### src/rtl/mc_ctrl_fsm.sv
// rtl/mc_ctrl_fsm.sv - multicycle MIPS-subset sequencing controller with memory handshakes and counters
module mc_ctrl_fsm #(
  parameter int CNT_W        = 32,
  parameter bit ILLEGAL_HALT = 1'b0
) (
  input  logic             clk,
  input  logic             rst,
  input  logic [5:0]       op,
  input  logic [5:0]       funct,
  input  logic             imem_ready,
  input  logic             dmem_ready,
  output logic             pc_write,
  output logic             pc_write_cond,
  output logic [1:0]       pc_source,
  output logic             ir_write,
  output logic             mem_write,
  output logic [1:0]       mem2reg,
  output logic [1:0]       reg_dst,
  output logic             reg_write,
  output logic [1:0]       alu_a_sel,
  output logic [1:0]       alu_b_sel,
  output logic [1:0]       alu_ctrl_op,
  output logic             illegal_instr,
  output logic [3:0]       state_dbg,
  output logic [CNT_W-1:0] instr_count,
  output logic [CNT_W-1:0] cycle_count
);

  typedef enum logic [3:0] {
    S_FETCH     = 4'd0,
    S_DECODE    = 4'd1,
    S_R_EXEC    = 4'd2,
    S_R_WB      = 4'd3,
    S_I_EXEC    = 4'd4,
    S_I_WB      = 4'd5,
    S_MEM_ADDR  = 4'd6,
    S_MEM_READ  = 4'd7,
    S_MEM_WB    = 4'd8,
    S_MEM_WRITE = 4'd9,
    S_BRANCH    = 4'd10,
    S_JUMP      = 4'd11,
    S_JAL       = 4'd12,
    S_JR        = 4'd13,
    S_ILLEGAL   = 4'd14,
    S_HALT      = 4'd15
  } state_t;

  localparam logic [5:0] OP_RTYPE = 6'b000000;
  localparam logic [5:0] OP_J     = 6'b000010;
  localparam logic [5:0] OP_JAL   = 6'b000011;
  localparam logic [5:0] F_JR     = 6'b001000;

  state_t state;
  state_t next_state;
  logic   retire;

  function automatic logic is_load(input logic [5:0] o);
    case (o)
      6'b100011, 6'b100000, 6'b100100, 6'b100001, 6'b100101: return 1'b1;
      default: return 1'b0;
    endcase
  endfunction

  function automatic logic is_store(input logic [5:0] o);
    case (o)
      6'b101011, 6'b101000, 6'b101001: return 1'b1;
      default: return 1'b0;
    endcase
  endfunction

  function automatic logic is_branch(input logic [5:0] o);
    case (o)
      6'b000001, 6'b000100, 6'b000101, 6'b000110, 6'b000111: return 1'b1;
      default: return 1'b0;
    endcase
  endfunction

  function automatic logic is_shift_imm(input logic [5:0] f);
    return (f == 6'b000000) || (f == 6'b000010) || (f == 6'b000011);
  endfunction

  function automatic logic funct_ok(input logic [5:0] f);
    case (f)
      6'b000000, 6'b000010, 6'b000011, 6'b000100, 6'b000110, 6'b000111,
      6'b001000, 6'b100000, 6'b100001, 6'b100010, 6'b100011, 6'b100100,
      6'b100101, 6'b100110, 6'b100111, 6'b101010, 6'b101011: return 1'b1;
      default: return 1'b0;
    endcase
  endfunction

  // State register; reset parks the sequencer in FETCH
  always_ff @(posedge clk or negedge rst) begin
    if (!rst) state <= S_FETCH;
    else      state <= next_state;
  end

  // Next-state decode; jr is dispatched straight from DECODE so it retires in 3 cycles
  always_comb begin
    next_state = state;
    case (state)
      S_FETCH:     if (imem_ready) next_state = S_DECODE;
      S_DECODE: begin
        if (op == OP_RTYPE)                next_state = (funct == F_JR) ? S_JR : S_R_EXEC;
        else if (is_load(op) || is_store(op)) next_state = S_MEM_ADDR;
        else if (is_branch(op))            next_state = S_BRANCH;
        else if (op == OP_J)               next_state = S_JUMP;
        else if (op == OP_JAL)             next_state = S_JAL;
        else if (op[5:3] == 3'b001)        next_state = S_I_EXEC;
        else                               next_state = S_ILLEGAL;
      end
      S_R_EXEC: begin
        if (funct == F_JR)       next_state = S_JR;
        else if (funct_ok(funct)) next_state = S_R_WB;
        else                      next_state = S_ILLEGAL;
      end
      S_R_WB:      next_state = S_FETCH;
      S_I_EXEC:    next_state = S_I_WB;
      S_I_WB:      next_state = S_FETCH;
      S_MEM_ADDR:  next_state = is_load(op) ? S_MEM_READ : S_MEM_WRITE;
      S_MEM_READ:  if (dmem_ready) next_state = S_MEM_WB;
      S_MEM_WB:    next_state = S_FETCH;
      S_MEM_WRITE: if (dmem_ready) next_state = S_FETCH;
      S_BRANCH:    next_state = S_FETCH;
      S_JUMP:      next_state = S_FETCH;
      S_JAL:       next_state = S_FETCH;
      S_JR:        next_state = S_FETCH;
      S_ILLEGAL:   next_state = ILLEGAL_HALT ? S_HALT : S_FETCH;
      S_HALT:      next_state = S_HALT;
      default:     next_state = S_FETCH;
    endcase
  end

  // Moore output decode; everything is forced low while reset is asserted
  always_comb begin
    pc_write      = 1'b0;
    pc_write_cond = 1'b0;
    pc_source     = 2'd0;
    ir_write      = 1'b0;
    mem_write     = 1'b0;
    mem2reg       = 2'd0;
    reg_dst       = 2'd0;
    reg_write     = 1'b0;
    alu_a_sel     = 2'd0;
    alu_b_sel     = 2'd0;
    alu_ctrl_op   = 2'd0;
    illegal_instr = 1'b0;
    case (state)
      S_FETCH: begin
        alu_b_sel = 2'd1;
        ir_write  = imem_ready;
        pc_write  = imem_ready;
      end
      S_DECODE:    alu_b_sel = 2'd3;
      S_R_EXEC: begin
        alu_a_sel   = is_shift_imm(funct) ? 2'd2 : 2'd1;
        alu_ctrl_op = 2'd2;
      end
      S_R_WB: begin
        reg_write = 1'b1;
        reg_dst   = 2'd1;
      end
      S_I_EXEC: begin
        alu_a_sel   = 2'd1;
        alu_b_sel   = 2'd2;
        alu_ctrl_op = 2'd3;
      end
      S_I_WB:      reg_write = 1'b1;
      S_MEM_ADDR: begin
        alu_a_sel = 2'd1;
        alu_b_sel = 2'd2;
      end
      S_MEM_WB: begin
        reg_write = 1'b1;
        mem2reg   = 2'd1;
      end
      S_MEM_WRITE: mem_write = 1'b1;
      S_BRANCH: begin
        alu_a_sel     = 2'd1;
        alu_ctrl_op   = 2'd1;
        pc_write_cond = 1'b1;
        pc_source     = 2'd1;
      end
      S_JUMP: begin
        pc_write  = 1'b1;
        pc_source = 2'd2;
      end
      // The RF captures the current PC, which FETCH already advanced to PC+4
      S_JAL: begin
        pc_write  = 1'b1;
        pc_source = 2'd2;
        reg_write = 1'b1;
        reg_dst   = 2'd2;
        mem2reg   = 2'd2;
      end
      S_JR: begin
        alu_a_sel   = 2'd1;
        alu_ctrl_op = 2'd2;
        pc_write    = 1'b1;
      end
      S_ILLEGAL:   illegal_instr = 1'b1;
      default: ;
    endcase
    if (!rst) begin
      pc_write      = 1'b0;
      pc_write_cond = 1'b0;
      pc_source     = 2'd0;
      ir_write      = 1'b0;
      mem_write     = 1'b0;
      mem2reg       = 2'd0;
      reg_dst       = 2'd0;
      reg_write     = 1'b0;
      alu_a_sel     = 2'd0;
      alu_b_sel     = 2'd0;
      alu_ctrl_op   = 2'd0;
      illegal_instr = 1'b0;
    end
  end

  assign state_dbg = state;
  assign retire    = (next_state == S_FETCH) && (state != S_FETCH) && (state != S_ILLEGAL);

  // Free-running cycle counter and retired-instruction counter, both wrapping
  always_ff @(posedge clk or negedge rst) begin
    if (!rst) begin
      cycle_count <= '0;
      instr_count <= '0;
    end else begin
      cycle_count <= cycle_count + CNT_W'(1);
      if (retire) instr_count <= instr_count + CNT_W'(1);
    end
  end

endmodule
### config.mk
export PLATFORM = sky130hd
export DESIGN_NAME = mc_ctrl_fsm
export DESIGN_NICKNAME = d
export VERILOG_FILES = /design/src/rtl/mc_ctrl_fsm.sv
export SDC_FILE = /design/constraint.sdc
export NUM_CORES = 1
export LEC_CHECK = 0
export CORE_MARGIN = 2
export CORE_UTILIZATION = 40
export DETAILED_ROUTE_END_ITERATION = 8
export GPL_TIMING_DRIVEN = 0
export PLACE_DENSITY = 0.68
export SLEW_MARGIN = 20
export SYNTH_ARGS = -nofsm -noshare
export SYNTH_HDL_FRONTEND = slang
export SYNTH_SLANG_ARGS = --single-unit
### constraint.sdc
create_clock -name clk -period 2.51 [get_ports clk]
set_input_delay 0.502 -clock clk [delete_from_list [all_inputs] [get_ports clk]]
set_output_delay 0.502 -clock clk [all_outputs]
set_load 0.05 [all_outputs]
==> metrics.txt, run 1 <==
outcome completed; maximum buffer depth of the clock tree 2; full die area between 10000 and 15000 µm²; Worst R2R Path Depth 8; final hold slack 0.0286 ns; Area growth syn-to-layout 39.4%; Starting Density roughly two fifths; htree depth 3; clk_skew ~0.0077 ns; placed instance count 618; commonest non-fill, non-tap cell in the layout clkdlybuf4s50_1; grt met2 use approximately a third; CTS tree done; min-delay worst type in2async; GRT Total Usage a little under a fifth; critical path's top delay family simple AND/OR/NAND/NOR gates; TritonRoute pass-1 iters 4; chip width around 100 µm; crit path DAT 2.74 ns; crit share post-route 98.8%; unrepaired setup endpoints after global routing true; CP Class in2reg; sw frac between 40% and 50%; met3 Use GR under 10%; clock latency on the worst-skew pair 0.34 ns; Compound-Gate Fraction of Synth Area approximately 5.9%; VDD IR max roughly 0.97 mV; max_cap viols 0; Final Hold Viols 0; hpwl dp between 7 and 8 mm; GPL Wtd Cong between 0.8 and 0.9; fin cells 633; crit path max fanout 10; antenna violations before repair 0; core area about 9700 µm²; DR DRC count 0; crit path launch type input pin; fill count 860; switching pwr approximately 2.2 mW; Int Power 2.43 mW; average wire per cell in the routed design 15.9 µm; reg2reg end instr_count[2]$_DFFE_PN0P_; synth top area cells dfrtp_1 43%, xor2_1 8.4%, nor4_2 8.2%, xnor2_1 5.1%, nand3_1 4.4%; FF/Latch Area around 1700 µm²; predominant post-synthesis flop cell dfrtp_1; Final setup viols 0; Slew @ Worst Pin just over 0.7 ns; synth warn 0; Reg power frac about 28%; Unique masters post-synth 57; Final min period around 2.5 ns; n_diodes 0; Synth Area in Adders less than 1%; cells after synthesis 383; Avg Inst Size Synth just over 10 µm²; Synth top area share roughly 43%; vias in the first global route about 3.3k; num ports around 100; Critical Path Max Stage Delay between 0.4 and 0.5 ns; most frequent cells in the layout 75 x clkdlybuf4s50_1, 64 x dfrtp_1, 38 x xor2_1; Rows 36; Final Max Tran Viols 0; Cell Area, Synth 3970 µm²; largest family of logic cells by synthesized area simple AND/OR/NAND/NOR gates; Logic pwr share 53.0%; Slowest cell on crit path clkdlybuf4s50_1; power per cell area approximately 830 nW/µm²; Syn Nets ~400; Worst slew margin 51.7%; total CTS buffers 9; GRT busiest layer met2; simple-gate share of the synthesized area 32.6%; via/cell ratio between 5 and 6; multiplexer share of the synthesized area 0.568%; largest net degree at the start of global routing 54; area of the multi-input gates roughly 2200 µm²; GR Overflow Total 0; Clock power frac between 10% and 20%; final antenna-violating net count 0; global-route wire length before repair 16.8 mm; EDFF count, synth 0; Worst setup EP type register; layout cells sized above 1 ~23%; clk slew on worst S/H paths 0.07 ns; fmax just over 400 MHz; Clock Sinks 68; root buf cell clkbuf_8; chip height roughly 100 µm; area leader, netlist dfrtp_1; grt met1 use about a quarter; asr flop ratio synth 100%; nets@finish slightly above 500; Pleak between 2 and 2.5 nW; worst r2r src state_dbg[2]$_DFF_PN0_; WP buf/inv 2; cell chain of the critical path clkdlybuf4s50_1 -> nor4b_2 -> nand4_1 -> o311ai_2 -> nand4_2 -> buf_4 -> nor4_1 -> xor2_1; Seq cells post-synth slightly below 70; xor/xnor share of the synthesized area 13.5%; drt total wl 10.1 mm; Critical Path RT 2.77 ns; register area share after synthesis 42.9%; I/O Buffers 101; initial drt markers slightly below 100; reg-to-reg slack, setup ~0.20 ns; Vias roughly 3.4k
## through the flow
| step | worst slack (ns) | area (µm²) | setup TNS [ns] | power (mW) | util, % |
|---|---|---|---|---|---|
| floorplan | -0.408 | 4010 | -1.77 | 3.00 | - |
| finish | 0.0304 | 5530 | 0 | 4.62 | 57.1 |
| global route | -0.0595 | 5530 | -0.346 | 4.86 | 57.1 |
| CTS | 0.0144 | 5400 | 0 | 4.51 | 55.7 |
| global placement | -3.24 | 5190 | -172.59 | 3.60 | 53.6 |
| detailed placement | -0.516 | 5220 | -15.89 | 3.63 | 53.9 |
## kinds of logic after synthesis
family | after synthesis
fa+ha+maj | 2
flops | 68
mux | 2
compound gates | 31
buf+inv | 28
simple gates | 191
xor+xnor | 61
## layer usage
metal | wire [µm] | part of all wire [%]
met1 | 4590 | 45
met2 | 4950 | 49
met3 | 445 | 4.4
met4 | 107 | 1.1
met5 | 0 | 0
## power by group through the flow
stage	clock network (mW)	registers, mW	logic [mW]
floorplan	0	1.53	1.47
global placement	0	1.30	2.30
detailed placement	0	1.30	2.33
CTS	0.895	1.30	2.32
global route	0.934	1.32	2.61
finish	0.867	1.30	2.45
## flip-flops by register name, indices dropped and copies added, names as in the netlist
signal / flops
instr_count: 32
state_dbg: 4
cycle_count: 32
## synth_stat cells, types with 2 or more instances
cell type	count
or2_2	3
a21oi_1	6
nor2b_1	4
xor2_1	38
and2_1	5
nor4_2	26
nand4_1	11
a31oi_1	2
nand3_1	35
and3_1	12
o21ai_0	6
nor3_1	12
o21ai_1	2
nor2_1	16
dfrtp_1	68
nor4_1	4
clkbuf_1	7
or4b_2	2
buf_6	3
buf_4	6
inv_1	9
xnor2_1	23
nand2_1	36
ha_1	2
nand2b_1	3
nor4_4	3
and4_1	9
## cell type report
cell class | count | share of cell area (%)
Multi-Input combinational cell | 287 | 40.2
Tap cell | 133 | 3.01
Timing Repair Buffer | 105 | 19.7
Inverter | 9 | 0.611
Sequential cell | 68 | 30.9
Clock buffer | 10 | 2.49
Clock inverter | 3 | 0.724
Buffer | 18 | 2.38
## what timing repair did
action                                  in CTS  in global routing
pin swaps                                    0                  4
buffers inserted                             0                  1
resized for setup                           72                 32
endpoints found under the setup margin      20                 47
hold buffers                                 0                  0
cloned                                       0                  2
## worst max-delay path by stage
| stage | start | end | cells after the start |
|---|---|---|---|
| global route | funct[0] | instr_count[12]$_DFFE_PN0P_ | 8 |
| global placement | rst | pc_source[0] | 5 |
| detailed placement | funct[5] | alu_a_sel[0] | 7 |
| finish | funct[0] | instr_count[19]$_DFFE_PN0P_ | 8 |
| CTS | state_dbg[1]$_DFF_PN0_ | pc_write | 8 |
| floorplan | state_dbg[3]$_DFF_PN0_ | illegal_instr | 4 |
Power figures use the tool's default switching activity.
==> inputs of run 2 (changes only) <==
CTS_BUF_LIST = sky130_fd_sc_hd__clkbuf_2   (was unset)
PLACE_DENSITY = unset   (was 0.68)
PLACE_DENSITY_LB_ADDON = 0.3   (was unset)
clock period = 2.1 ns   (was 2.51 ns; I/O delays follow)
==> run 2 against run 1 <==
Sequential share of layout area fell by 3.8 points; clock power fell by 11%; die area did not move; via count rose by 5.0%; worst hold slack improved by 0.42 ns; final area rose by 15%; first-iteration DRC count rose by 100%; setup slack got worse by 0.31 ns; the flow now finishes with violations (setup timing); non-clock buffer count rose by 31; wire length rose by 15%; utilization rose by 8.3 points.
==> metrics.txt, run 2 (synthesis gave the netlist of run 1 again) <==
crit path launch type register; Rows 36; layout cells sized above 1 between 30 and 40%; vias in the first global route approximately 3.5k; final hold slack around 0.45 ns; Worst setup EP type output pin; Final min period about 2.4 ns; chip width slightly above 100 µm; Clock Sinks a little under 70; via/cell ratio ~5.3; Slowest cell on crit path dfrtp_2; max_cap viols 0; met3 Use GR under 10%; worst r2r src state_dbg[2]$_DFF_PN0_; num ports between 100 and 150; grt met2 use around a third; CP Class reg2out; fin cells around 670; placed instance count 618; I/O Buffers between 100 and 150; Final setup viols roughly 50; Worst slew margin a little under three fifths; antenna violations before repair 0; crit path launch state_dbg[1]$_DFF_PN0_; most frequent cells in the layout 66 x dlygate4sd2_1, 59 x dfrtp_1, 38 x xor2_1; crit path max fanout 8; CTS tree done; n_diodes 0; Final Hold Viols 0; unrepaired setup endpoints after global routing true; GPL Wtd Cong 0.853; average wire per cell in the routed design between 15 and 20 µm; min-delay worst type in2reg; grt met1 use between 20% and 30%; clk slew on worst S/H paths around 0.19 ns; GRT Total Usage about a fifth; hpwl dp between 7 and 8 mm; Area growth syn-to-layout 59.7%; nets@finish 547; Worst R2R Path Depth 10; crit path to reg_write; reg2reg end instr_count[25]$_DFFE_PN0P_; core area 9680 µm²; htree depth 3; total CTS buffers 9; initial drt markers slightly below 200; Vias approximately 3.6k; final antenna-violating net count 0; cell chain of the critical path buf_8 -> and2_2 -> nor3_2 -> a21oi_1 -> nor2b_2 -> buf_6; crit path DAT between 1.5 and 2 ns; full die area between 10000 and 15000 µm²; VDD IR max 0.710 mV; reg-to-reg slack, setup -0.19 ns; outcome finished with violations; Starting Density between 40 and 50%; critical path's top delay family simple AND/OR/NAND/NOR gates; Final Util approximately 65%; global-route wire length before repair about 18 mm; crit share post-route 113%; clock latency on the worst-skew pair roughly 0.54 ns; Final Max Tran Viols 0; Slew @ Worst Pin 0.642 ns; GR Overflow Total 0; power per cell area between 1000 and 1500 nW/µm²; root buf cell clkbuf_2; DR DRC count 0; Critical Path Max Stage Delay 0.47 ns; Critical Path RT 1.68 ns; TritonRoute pass-1 iters 4; final worst-path setup slack -0.283 ns; chip height a little over 100 µm; commonest non-fill, non-tap cell in the layout dlygate4sd2_1; drt total wl around 12 mm; Critical Path Stages 6; largest net degree at the start of global routing 58; GRT busiest layer met2; maximum buffer depth of the clock tree 2; WP buf/inv 2; violated checks setup timing; clk_skew just under 0.05 ns; fmax about 420 MHz; Pleak 2.95 nW
-- run 2: changes by cell type in the layout (fill, tap and decap cells not counted), moves of 9 or more --
cell and delta:
clkdlybuf4s50_1 -64, clkbuf_8 -9, nor4_2 -15, buf_6 +20
nor4_4 +17, clkbuf_2 +11, dlygate4sd2_1 +65, buf_12 +9
buf_4 +11
-- run 2: how the worst min path moves through the flow --
stage	endpoint	depth (start not counted)	slack, ns	startpoint
global placement	instr_count[31]$_DFFE_PN0P_	1	0.46	instr_count[31]$_DFFE_PN0P_
finish	state_dbg[0]$_DFF_PN0_	3	0.45	op[2]
CTS	state_dbg[0]$_DFF_PN0_	3	0.41	op[2]
global route	state_dbg[0]$_DFF_PN0_	3	0.47	op[2]
detailed placement	cycle_count[31]$_DFF_PN0_	1	0.32	rst
floorplan	cycle_count[0]$_DFF_PN0_	0	0.12	rst
-- run 2: area by class of cell --
type / count / area (µm²)
Inverter: 9 / 43.8
Clock buffer: 11 / 55.1
Fill cell: 752 / 3350
Timing Repair Buffer: 137 / 1360
Clock inverter: 5 / 53.8
Multi-Input combinational cell: 287 / 2670
Sequential cell: 68 / 1710
Tap cell: 133 / 166
Buffer: 17 / 270
-- run 2: tightest hold or removal path: cells and delay by family --
kind | cells | cell delay, ns
and+or+nand+nor | 2 | 0.24
buffers and inverters | 1 | 0.31
-- run 2: timing repair --
item	CTS	global route
hold buffers	2	0
buffers inserted	19	11
cloned	3	1
setup endpoints to repair	118	58
gates resized for setup	254	71
hold endpoints to repair	11	0
pin swaps	7	28
-- run 2: per-stage QoR --
stage	TNS [ns]	setup slack [ns]	area (µm²)	total power, mW
after CTS	-6.21	-0.212	5920	6.37
after global routing	-9.26	-0.340	6340	7.42
final	-6.13	-0.283	6340	7.15
after global placement	-219.21	-3.59	5350	4.58
after floorplan	-0.193	-0.123	4180	3.86
after detailed placement	-25.96	-0.848	5380	4.63
-- run 2: report_power, final --
group          total (mW)  internal (mW)  switching [mW]  leakage [nW]
combinational        4.84           2.04            2.80          1.98
sequential           1.54           1.41           0.122         0.902
clock               0.772          0.278           0.494        0.0656
-- run 2: per-layer routing --
metal	vias to the layer above	part of all wire, %
met5	-	0
met1	1733	43
li1	1680	-
met4	0	2.8
met3	29	5.1
met2	116	49
